`src/rtl/mul_cdb_queue_if.sv`:
```
// mul_cdb_queue_if: bundle between the multiplier/RS/CDB arbiter side and
// the multiplier result queue.
//   master : upstream/arbiter side (drives mul_*, squash, cdb_grant)
//   slave  : the queue (drives cdb_*, mul_issue_ok, q_count, overflow_err)
interface mul_cdb_queue_if #(
  parameter int DEPTH   = 16,
  parameter int XLEN    = 32,
  parameter int PRF_LEN = 6,
  parameter int ROB_LEN = 5
);
  localparam int CW = $clog2(DEPTH) + 1;

  logic               mul_enable;
  logic               mul_valid;
  logic [XLEN-1:0]    mul_value;
  logic [PRF_LEN-1:0] mul_prf_idx;
  logic [ROB_LEN-1:0] mul_rob_idx;
  logic [XLEN-1:0]    mul_PC;
  logic               squash;
  logic               cdb_grant;

  logic               cdb_req;
  logic [XLEN-1:0]    cdb_value;
  logic [PRF_LEN-1:0] cdb_prf_idx;
  logic [ROB_LEN-1:0] cdb_rob_idx;
  logic [XLEN-1:0]    cdb_PC;
  logic               mul_issue_ok;
  logic [CW-1:0]      q_count;
  logic               overflow_err;

  modport master (
    output mul_enable, mul_valid, mul_value, mul_prf_idx, mul_rob_idx, mul_PC,
           squash, cdb_grant,
    input  cdb_req, cdb_value, cdb_prf_idx, cdb_rob_idx, cdb_PC,
           mul_issue_ok, q_count, overflow_err
  );

  modport slave (
    input  mul_enable, mul_valid, mul_value, mul_prf_idx, mul_rob_idx, mul_PC,
           squash, cdb_grant,
    output cdb_req, cdb_value, cdb_prf_idx, cdb_rob_idx, cdb_PC,
           mul_issue_ok, q_count, overflow_err
  );
endinterface

```
`src/rtl/mul_cdb_queue.sv`:
```
// mul_cdb_queue: result buffer behind the pipelined multiplier. Captures
// every live multiplier result, broadcasts in issue order when the CDB
// arbiter grants, and returns an issue credit to the multiply RS so that
// in-flight + buffered results never exceed DEPTH.
//
// Ports:
//   clock, reset : clock, asynchronous active-high reset
//   bus (slave)  : mul_* result inputs, mul_enable (issue), squash,
//                  cdb_grant in; cdb_* head entry, cdb_req, mul_issue_ok,
//                  q_count, overflow_err out
//
// Build option: define MUL_CDB_BYPASS_EN to let a result arriving at an
// empty queue be presented on the CDB in the same cycle (and skip storage
// if granted). Without it all outputs are registered.
module mul_cdb_queue #(
  parameter int DEPTH   = 16,
  parameter int STAGE   = 8,
  parameter int XLEN    = 32,
  parameter int PRF_LEN = 6,
  parameter int ROB_LEN = 5
) (
  input logic           clock,
  input logic           reset,
  mul_cdb_queue_if.slave bus
);
  localparam int AW = $clog2(DEPTH);
  localparam int CW = AW + 1;

  generate
    if (DEPTH < STAGE + 1 || (DEPTH & (DEPTH - 1)) != 0) begin : g_bad_cfg
      $error("mul_cdb_queue: DEPTH must be a power of two and >= STAGE+1");
    end
  endgenerate

  typedef struct packed {
    logic [XLEN-1:0]    value;
    logic [PRF_LEN-1:0] prf_idx;
    logic [ROB_LEN-1:0] rob_idx;
    logic [XLEN-1:0]    pc;
  } entry_t;

  entry_t        mem [DEPTH];
  logic [AW-1:0] head, tail;
  logic [CW-1:0] q_cnt, inflight, drop_cnt;
  logic          req_r, issue_ok_r, ovf_r;
  entry_t        out_r;

  entry_t        in_e, out_nx, cdb_e;
  logic          push_try, push, pop, full, byp_take, cdb_req, ovf_set;
  logic [AW-1:0] head_nx, tail_nx;
  logic [CW-1:0] q_nx, keep_cnt, inflight_nx, drop_nx;
  logic [CW:0]   credit_sum;

  assign in_e = '{value: bus.mul_value, prf_idx: bus.mul_prf_idx,
                  rob_idx: bus.mul_rob_idx, pc: bus.mul_PC};

  // Results are only live when no squashed ops remain in the multiplier.
  assign push_try = bus.mul_valid && drop_cnt == '0 && !bus.squash;
  assign full     = q_cnt == CW'(DEPTH);
  // A grant in the squash cycle must not pop: the head is already dead.
  assign pop      = req_r && bus.cdb_grant && !bus.squash;

`ifdef MUL_CDB_BYPASS_EN
  logic byp;
  assign byp      = push_try && q_cnt == '0;
  assign byp_take = byp && bus.cdb_grant;
  assign cdb_e    = byp ? in_e : out_r;
  assign cdb_req  = byp | req_r;
`else
  assign byp_take = 1'b0;
  assign cdb_e    = out_r;
  assign cdb_req  = req_r;
`endif

  // Full queue still accepts when the head leaves in the same cycle.
  assign push     = push_try && !byp_take && (!full || pop);
  assign ovf_set  = push_try && !byp_take && full && !pop;

  assign head_nx  = bus.squash ? tail : head + AW'(pop);
  assign tail_nx  = tail + AW'(push);
  assign q_nx     = bus.squash ? '0 : q_cnt + CW'(push) - CW'(pop);
  assign keep_cnt = q_cnt - CW'(pop);

  // The new head is the incoming result when nothing older survives.
  assign out_nx   = (push && keep_cnt == '0) ? in_e : mem[head_nx];

  // Saturate at zero so a result that outlives a reset cannot wrap the
  // counter and choke the credit.
  always_comb begin
    inflight_nx = inflight;
    if (bus.mul_enable && !bus.mul_valid)
      inflight_nx = inflight + 1'b1;
    else if (!bus.mul_enable && bus.mul_valid && inflight != '0)
      inflight_nx = inflight - 1'b1;
  end

  // Squash reloads (never accumulates) with whatever is still in the pipe.
  always_comb begin
    drop_nx = drop_cnt;
    if (bus.squash)
      drop_nx = inflight_nx;
    else if (bus.mul_valid && drop_cnt != '0)
      drop_nx = drop_cnt - 1'b1;
  end

  assign credit_sum = {1'b0, q_nx} + {1'b0, inflight_nx};

  always_ff @(posedge clock or posedge reset) begin
    if (reset) begin
      head       <= '0;
      tail       <= '0;
      q_cnt      <= '0;
      inflight   <= '0;
      drop_cnt   <= '0;
      req_r      <= 1'b0;
      out_r      <= '0;
      issue_ok_r <= 1'b1;
      ovf_r      <= 1'b0;
    end else begin
      head       <= head_nx;
      tail       <= tail_nx;
      q_cnt      <= q_nx;
      inflight   <= inflight_nx;
      drop_cnt   <= drop_nx;
      req_r      <= q_nx != '0;
      out_r      <= out_nx;
      issue_ok_r <= credit_sum < (CW+1)'(DEPTH);
      ovf_r      <= ovf_r | ovf_set;
    end
  end

  always_ff @(posedge clock) begin
    if (push) mem[tail] <= in_e;
  end

  assign bus.cdb_req      = cdb_req;
  assign bus.cdb_value    = cdb_e.value;
  assign bus.cdb_prf_idx  = cdb_e.prf_idx;
  assign bus.cdb_rob_idx  = cdb_e.rob_idx;
  assign bus.cdb_PC       = cdb_e.pc;
  assign bus.mul_issue_ok = issue_ok_r;
  assign bus.q_count      = q_cnt;
  assign bus.overflow_err = ovf_r;
endmodule
```
`src/flat_wrapper.sv`:
```
// flat-port wrapper written by rule: the top's interface ports become plain ports
module mul_cdb_queue_flat 
#(
  parameter int DEPTH   = 16,
  parameter int STAGE   = 8,
  parameter int XLEN    = 32,
  parameter int PRF_LEN = 6,
  parameter int ROB_LEN = 5
)
  (clock, reset, bus_mul_enable, bus_mul_valid, bus_mul_value, bus_mul_prf_idx, bus_mul_rob_idx, bus_mul_PC, bus_squash, bus_cdb_grant, bus_cdb_req, bus_cdb_value, bus_cdb_prf_idx, bus_cdb_rob_idx, bus_cdb_PC, bus_mul_issue_ok, bus_q_count, bus_overflow_err);
  mul_cdb_queue_if #(.DEPTH(DEPTH), .XLEN(XLEN), .PRF_LEN(PRF_LEN), .ROB_LEN(ROB_LEN)) bus_i ();
  input logic clock;
  input logic reset;
  input wire logic [$bits(bus_i.mul_enable)-1:0] bus_mul_enable;
  input wire logic [$bits(bus_i.mul_valid)-1:0] bus_mul_valid;
  input wire logic [$bits(bus_i.mul_value)-1:0] bus_mul_value;
  input wire logic [$bits(bus_i.mul_prf_idx)-1:0] bus_mul_prf_idx;
  input wire logic [$bits(bus_i.mul_rob_idx)-1:0] bus_mul_rob_idx;
  input wire logic [$bits(bus_i.mul_PC)-1:0] bus_mul_PC;
  input wire logic [$bits(bus_i.squash)-1:0] bus_squash;
  input wire logic [$bits(bus_i.cdb_grant)-1:0] bus_cdb_grant;
  output wire logic [$bits(bus_i.cdb_req)-1:0] bus_cdb_req;
  output wire logic [$bits(bus_i.cdb_value)-1:0] bus_cdb_value;
  output wire logic [$bits(bus_i.cdb_prf_idx)-1:0] bus_cdb_prf_idx;
  output wire logic [$bits(bus_i.cdb_rob_idx)-1:0] bus_cdb_rob_idx;
  output wire logic [$bits(bus_i.cdb_PC)-1:0] bus_cdb_PC;
  output wire logic [$bits(bus_i.mul_issue_ok)-1:0] bus_mul_issue_ok;
  output wire logic [$bits(bus_i.q_count)-1:0] bus_q_count;
  output wire logic [$bits(bus_i.overflow_err)-1:0] bus_overflow_err;
  assign bus_i.mul_enable = bus_mul_enable;
  assign bus_i.mul_valid = bus_mul_valid;
  assign bus_i.mul_value = bus_mul_value;
  assign bus_i.mul_prf_idx = bus_mul_prf_idx;
  assign bus_i.mul_rob_idx = bus_mul_rob_idx;
  assign bus_i.mul_PC = bus_mul_PC;
  assign bus_i.squash = bus_squash;
  assign bus_i.cdb_grant = bus_cdb_grant;
  assign bus_cdb_req = bus_i.cdb_req;
  assign bus_cdb_value = bus_i.cdb_value;
  assign bus_cdb_prf_idx = bus_i.cdb_prf_idx;
  assign bus_cdb_rob_idx = bus_i.cdb_rob_idx;
  assign bus_cdb_PC = bus_i.cdb_PC;
  assign bus_mul_issue_ok = bus_i.mul_issue_ok;
  assign bus_q_count = bus_i.q_count;
  assign bus_overflow_err = bus_i.overflow_err;
  mul_cdb_queue #(.DEPTH(DEPTH), .STAGE(STAGE), .XLEN(XLEN), .PRF_LEN(PRF_LEN), .ROB_LEN(ROB_LEN)) u_core (.clock(clock), .reset(reset), .bus(bus_i));
endmodule
```
`config.mk`:
```
export PLATFORM = sky130hd
export DESIGN_NAME = mul_cdb_queue_flat
export DESIGN_NICKNAME = d
export VERILOG_FILES = /design/src/rtl/mul_cdb_queue_if.sv /design/src/rtl/mul_cdb_queue.sv /design/src/flat_wrapper.sv
export SDC_FILE = /design/constraint.sdc
export NUM_CORES = 2
export LEC_CHECK = 0
export CAP_MARGIN = 20
export CORE_ASPECT_RATIO = 0.7
export CORE_UTILIZATION = 45
export DETAILED_ROUTE_END_ITERATION = 10
export PLACE_DENSITY = 0.68
export SYNTH_ARGS = -nofsm -noshare
export SYNTH_HDL_FRONTEND = slang
export SYNTH_SLANG_ARGS = --single-unit
```
`constraint.sdc`:
```
create_clock -name clock -period 22.2 [get_ports clock]
set_input_delay 2.22 -clock clock [delete_from_list [all_inputs] [get_ports clock]]
set_output_delay 2.22 -clock clock [all_outputs]
set_load 0.005 [all_outputs]
```
==> metrics.yaml <==
outcome:
  status: "complete, no violations"
critical_path:
  cp_top_family: "buffers and inverters"
  worstPathBufferInverterCount: 5
  cpPeakStageDelay_ns: 0.97
  cp-end-kind: "flip-flop"
  critical-path-slowest-cell: "buf_4"
  worst_path_most_repeated_cell: "buf_4"
  crit_path_max_fanout: 205
  critPathKind: "input pin to flip-flop"
  cp-start-kind: "input pin"
  arrival_ns: 7.60
  path_cells: "clkdlybuf4s50_1, buf_4, nor2_1, ha_4, mux2i_4, buf_12, buf_4, buf_4, nand2_1, a221oi_1, nor3_1, o31ai_1"
  crit_required_ns: 22.80
global_routing:
  grt_util_all_layers_pct: 24.5
  grt_pass1_vias: 34200
  grt_max_degree: 206
  grt_antenna_before_repair: 6
  grt-ovfl-total: 0
  grt_pass1_wl_um: 220000
routing:
  drcViolationCount: 0
  first_iter_violations: 4821
  first_pass_iters: 6
  ant_nets: 0
  wl_um: 147000
  num_vias: 35300
  routed_via_density: 6.18
  post_drt_wl_per_cell_um: 25.7
timing:
  finalMaxSlewViolations: 0
  fin_setup_tns_ns: 0
  setup_viol: 0
  fin_worst_skew_ns: 0.0156
  fin_crit_sh_pct: 31.5
  max_slew_margin_pct: 23.1
  period_needed_ns: 7.00
  rsz0062_at_grt: "false"
  hold_viol_final: 0
  fmax_mhz: 143
  worstMarginPinSlew_ns: 1.15
clock_network:
  cts_inserted_buffers: 114
  cts.sinks: 1301
  cts_tree: "built"
  cts-resized-gates: 0
  post_cts_buffers: 0
  clk_pin_slew_ns: 0.06
  root_buffer: "clkbuf_16"
  clk_latency_ns: 0.72
  cts_hold_buf: 0
  clockBufferDepth: 3
  htree_levels: 3
logic_synthesis:
  yosysUniqueCellTypes: 54
  postSynthAreaPerCell_um2: 13.1
  synth_fp_nets: 4137
  synth_seq_cells: 1301
  seq_area_frac_synth_pct: 73.1
  yosys_warnings: 0
  syn_inst: 4034
  async_flop_share_pct: 7.76
  synth_edf_count: 1200
  synth_area_mm2: 0.0528
  yosys_most_used_dff: "edfxtp_1"
place:
  dp_hpwl_um: 70600
  placed_area_mm2: 0.0558
  portBuffers: 163
  routabilityCongestion: 0.780
power:
  powerDensity_mw_per_mm2: 122
  peakVddDrop_uv: 169
  power.leakage_nw: 19.4
die:
  io-pin-count: 164
  rows: 104
  fp.dieW_um: 411
  start_util_pct: 45.7
  die-area_mm2: 0.119
  die_h_um: 288
  core_mm2: 0.116
layout:
  area.growth.synth_to_final_pct: 12.6
  fin_nets: 4173
  seq_area_mm2: 0.0386
  layout-drive-gt1-share_pct: 6.60
  nFillCells: 9546
  final_area_mm2: 0.0594
  multiInputGateArea_mm2: 0.0130
worst_hold_path:
  min_path_type: "flip-flop to flip-flop"
flow_run:
  drv_cap: 0
-- cell usage in the layout, fill, tap and decap left out, types with 8 or more instances in the layout --
master	instances
edfxtp_1	1200
nand2_1	906
o21ai_0	383
nor3_1	224
a22oi_1	222
clkdlybuf4s50_1	163
a21oi_1	157
a221oi_1	148
clkbuf_16	115
dfrtp_1	99
o22ai_1	75
a211oi_1	74
o31ai_1	74
buf_4	64
clkbuf_1	37
nor2_1	20
ha_1	20
clkinv_2	19
clkbuf_8	19
inv_1	18
nor2_4	13
clkinv_1	12
xnor2_1	11
xor2_1	8
-- worst paths after layout --
| kind | start | end | slack (ns) | depth (start not counted) |
|---|---|---|---|---|
| worst min register to register | u_core.bus.overflow_err | u_core.bus.overflow_err | 0.49 | 1 |
| max in group asynchronous | reset | u_core.bus.cdb_PC[23] | 19.09 | 3 |
| worst max register to register | u_core.bus.cdb_req | u_core.bus.cdb_PC[9] | 17.12 | 11 |
| min in group asynchronous | reset | u_core.bus.cdb_value[20] | 1.89 | 2 |
| worst max-delay path | bus_squash | u_core.bus.cdb_PC[9] | 15.20 | 12 |
| worst min-delay path | u_core.bus.overflow_err | u_core.bus.overflow_err | 0.49 | 1 |
-- kinds of logic (layout without fill, tap and decap cells) --
logic type,Yosys count,count (layout),share of synthesized area (%)
flip-flops,1301,1301,73.1
adder cells (fa/ha/maj),22,22,0.536
buffers and inverters,333,467,2.58
AND/OR/NAND/NOR,1201,1201,9.29
other,0,5,0
multiplexers,7,7,0.166
AO/OA/AOI/OAI,1151,1151,14.0
XOR/XNOR,19,19,0.315
-- synth_stat cells, types with 6 or more instances --
library cell / instances / share of area [%]
xnor2_1: 11 / 0.18
xor2_1: 8 / 0.13
nor3_1: 228 / 2.2
buf_2: 21 / 0.20
o31ai_1: 74 / 1.1
clkbuf_1: 250 / 1.8
o21ai_0: 383 / 3.6
inv_1: 21 / 0.15
dfrtp_1: 100 / 4.7
a211oi_1: 74 / 1.1
a22oi_1: 222 / 3.2
ha_1: 21 / 0.50
a221oi_1: 148 / 2.5
nand2_1: 906 / 6.4
o22ai_1: 75 / 0.89
a21oi_1: 157 / 1.5
buf_1: 25 / 0.18
buf_6: 8 / 0.17
nor2_1: 33 / 0.23
edfxtp_1: 1200 / 68
buf_4: 6 / 0.085
-- area by class of cell --
type                    count  share of cell area (%)
clock buffers             171                    5.52
repair buffers            231                    3.70
flip-flops and latches   1301                    64.9
well taps                1537                    3.24
multi-input cells        2400                    21.9
diodes                      5                  0.0211
clock inverters            43                   0.556
inverters                  22                   0.158
-- stage by stage --
| stage | utilization, % | hold slack (ns) | instances | power [mW] | setup slack [ns] |
|---|---|---|---|---|---|
| floorplan | - | 0.468 | 4034 | 4.48 | 13.03 |
| global placement | 48.3 | 0.466 | 5490 | 5.31 | 14.67 |
| detailed placement | 48.3 | 0.479 | 5491 | 5.35 | 14.54 |
| CTS | 51.4 | 0.496 | 5705 | 7.27 | 15.30 |
| global route | 51.4 | 0.526 | 5708 | 7.61 | 14.85 |
| finish | 51.4 | 0.488 | 5710 | 7.27 | 15.20 |
-- state kept, by name (all words and copies together), names as in the netlist --
register	count
u_core.bus.cdb_PC	32
u_core.bus.cdb_prf_idx	6
u_core.bus.cdb_req	1
u_core.bus.cdb_rob_idx	5
u_core.bus.cdb_value	32
u_core.bus.mul_issue_ok	1
u_core.bus.overflow_err	1
u_core.bus.q_count	5
u_core.drop_cnt	5
u_core.head	4
u_core.inflight	5
u_core.mem	1200
u_core.tail	4
-- worst reg2reg max path, stage by stage, from the launching register on --
cell and delay (ns):
dfrtp_1 0.34, nand2_1 0.09, nor2_1 0.23, ha_4 0.43
mux2i_4 0.26, buf_12 0.65, buf_4 1.11, buf_4 0.98
nand2_1 0.13, a221oi_1 0.33, nor3_1 0.08, o31ai_1 0.35
-- report_power, final --
part	internal [mW]	switching (mW)	total [mW]	leakage, nW
registers	2.79	0.103	2.90	12.0
logic	0.826	1.60	2.42	5.59
clock network	1.07	0.886	1.95	1.77
total	4.68	2.59	7.27	19.4
-- routing by layer --
layer | wire length [um] | GRT usage [%] | share of wire, % | vias up
met2 | 68300 | 38.8 | 47 | 1981
met1 | 61300 | 35.4 | 42 | 17600
met5 | 23 | 0 | 0.016 | -
met4 | 2940 | 5.99 | 2.0 | 4
li1 | - | - | - | 15400
met3 | 14300 | 4.23 | 9.7 | 220
(Power assumes the default switching activity.)
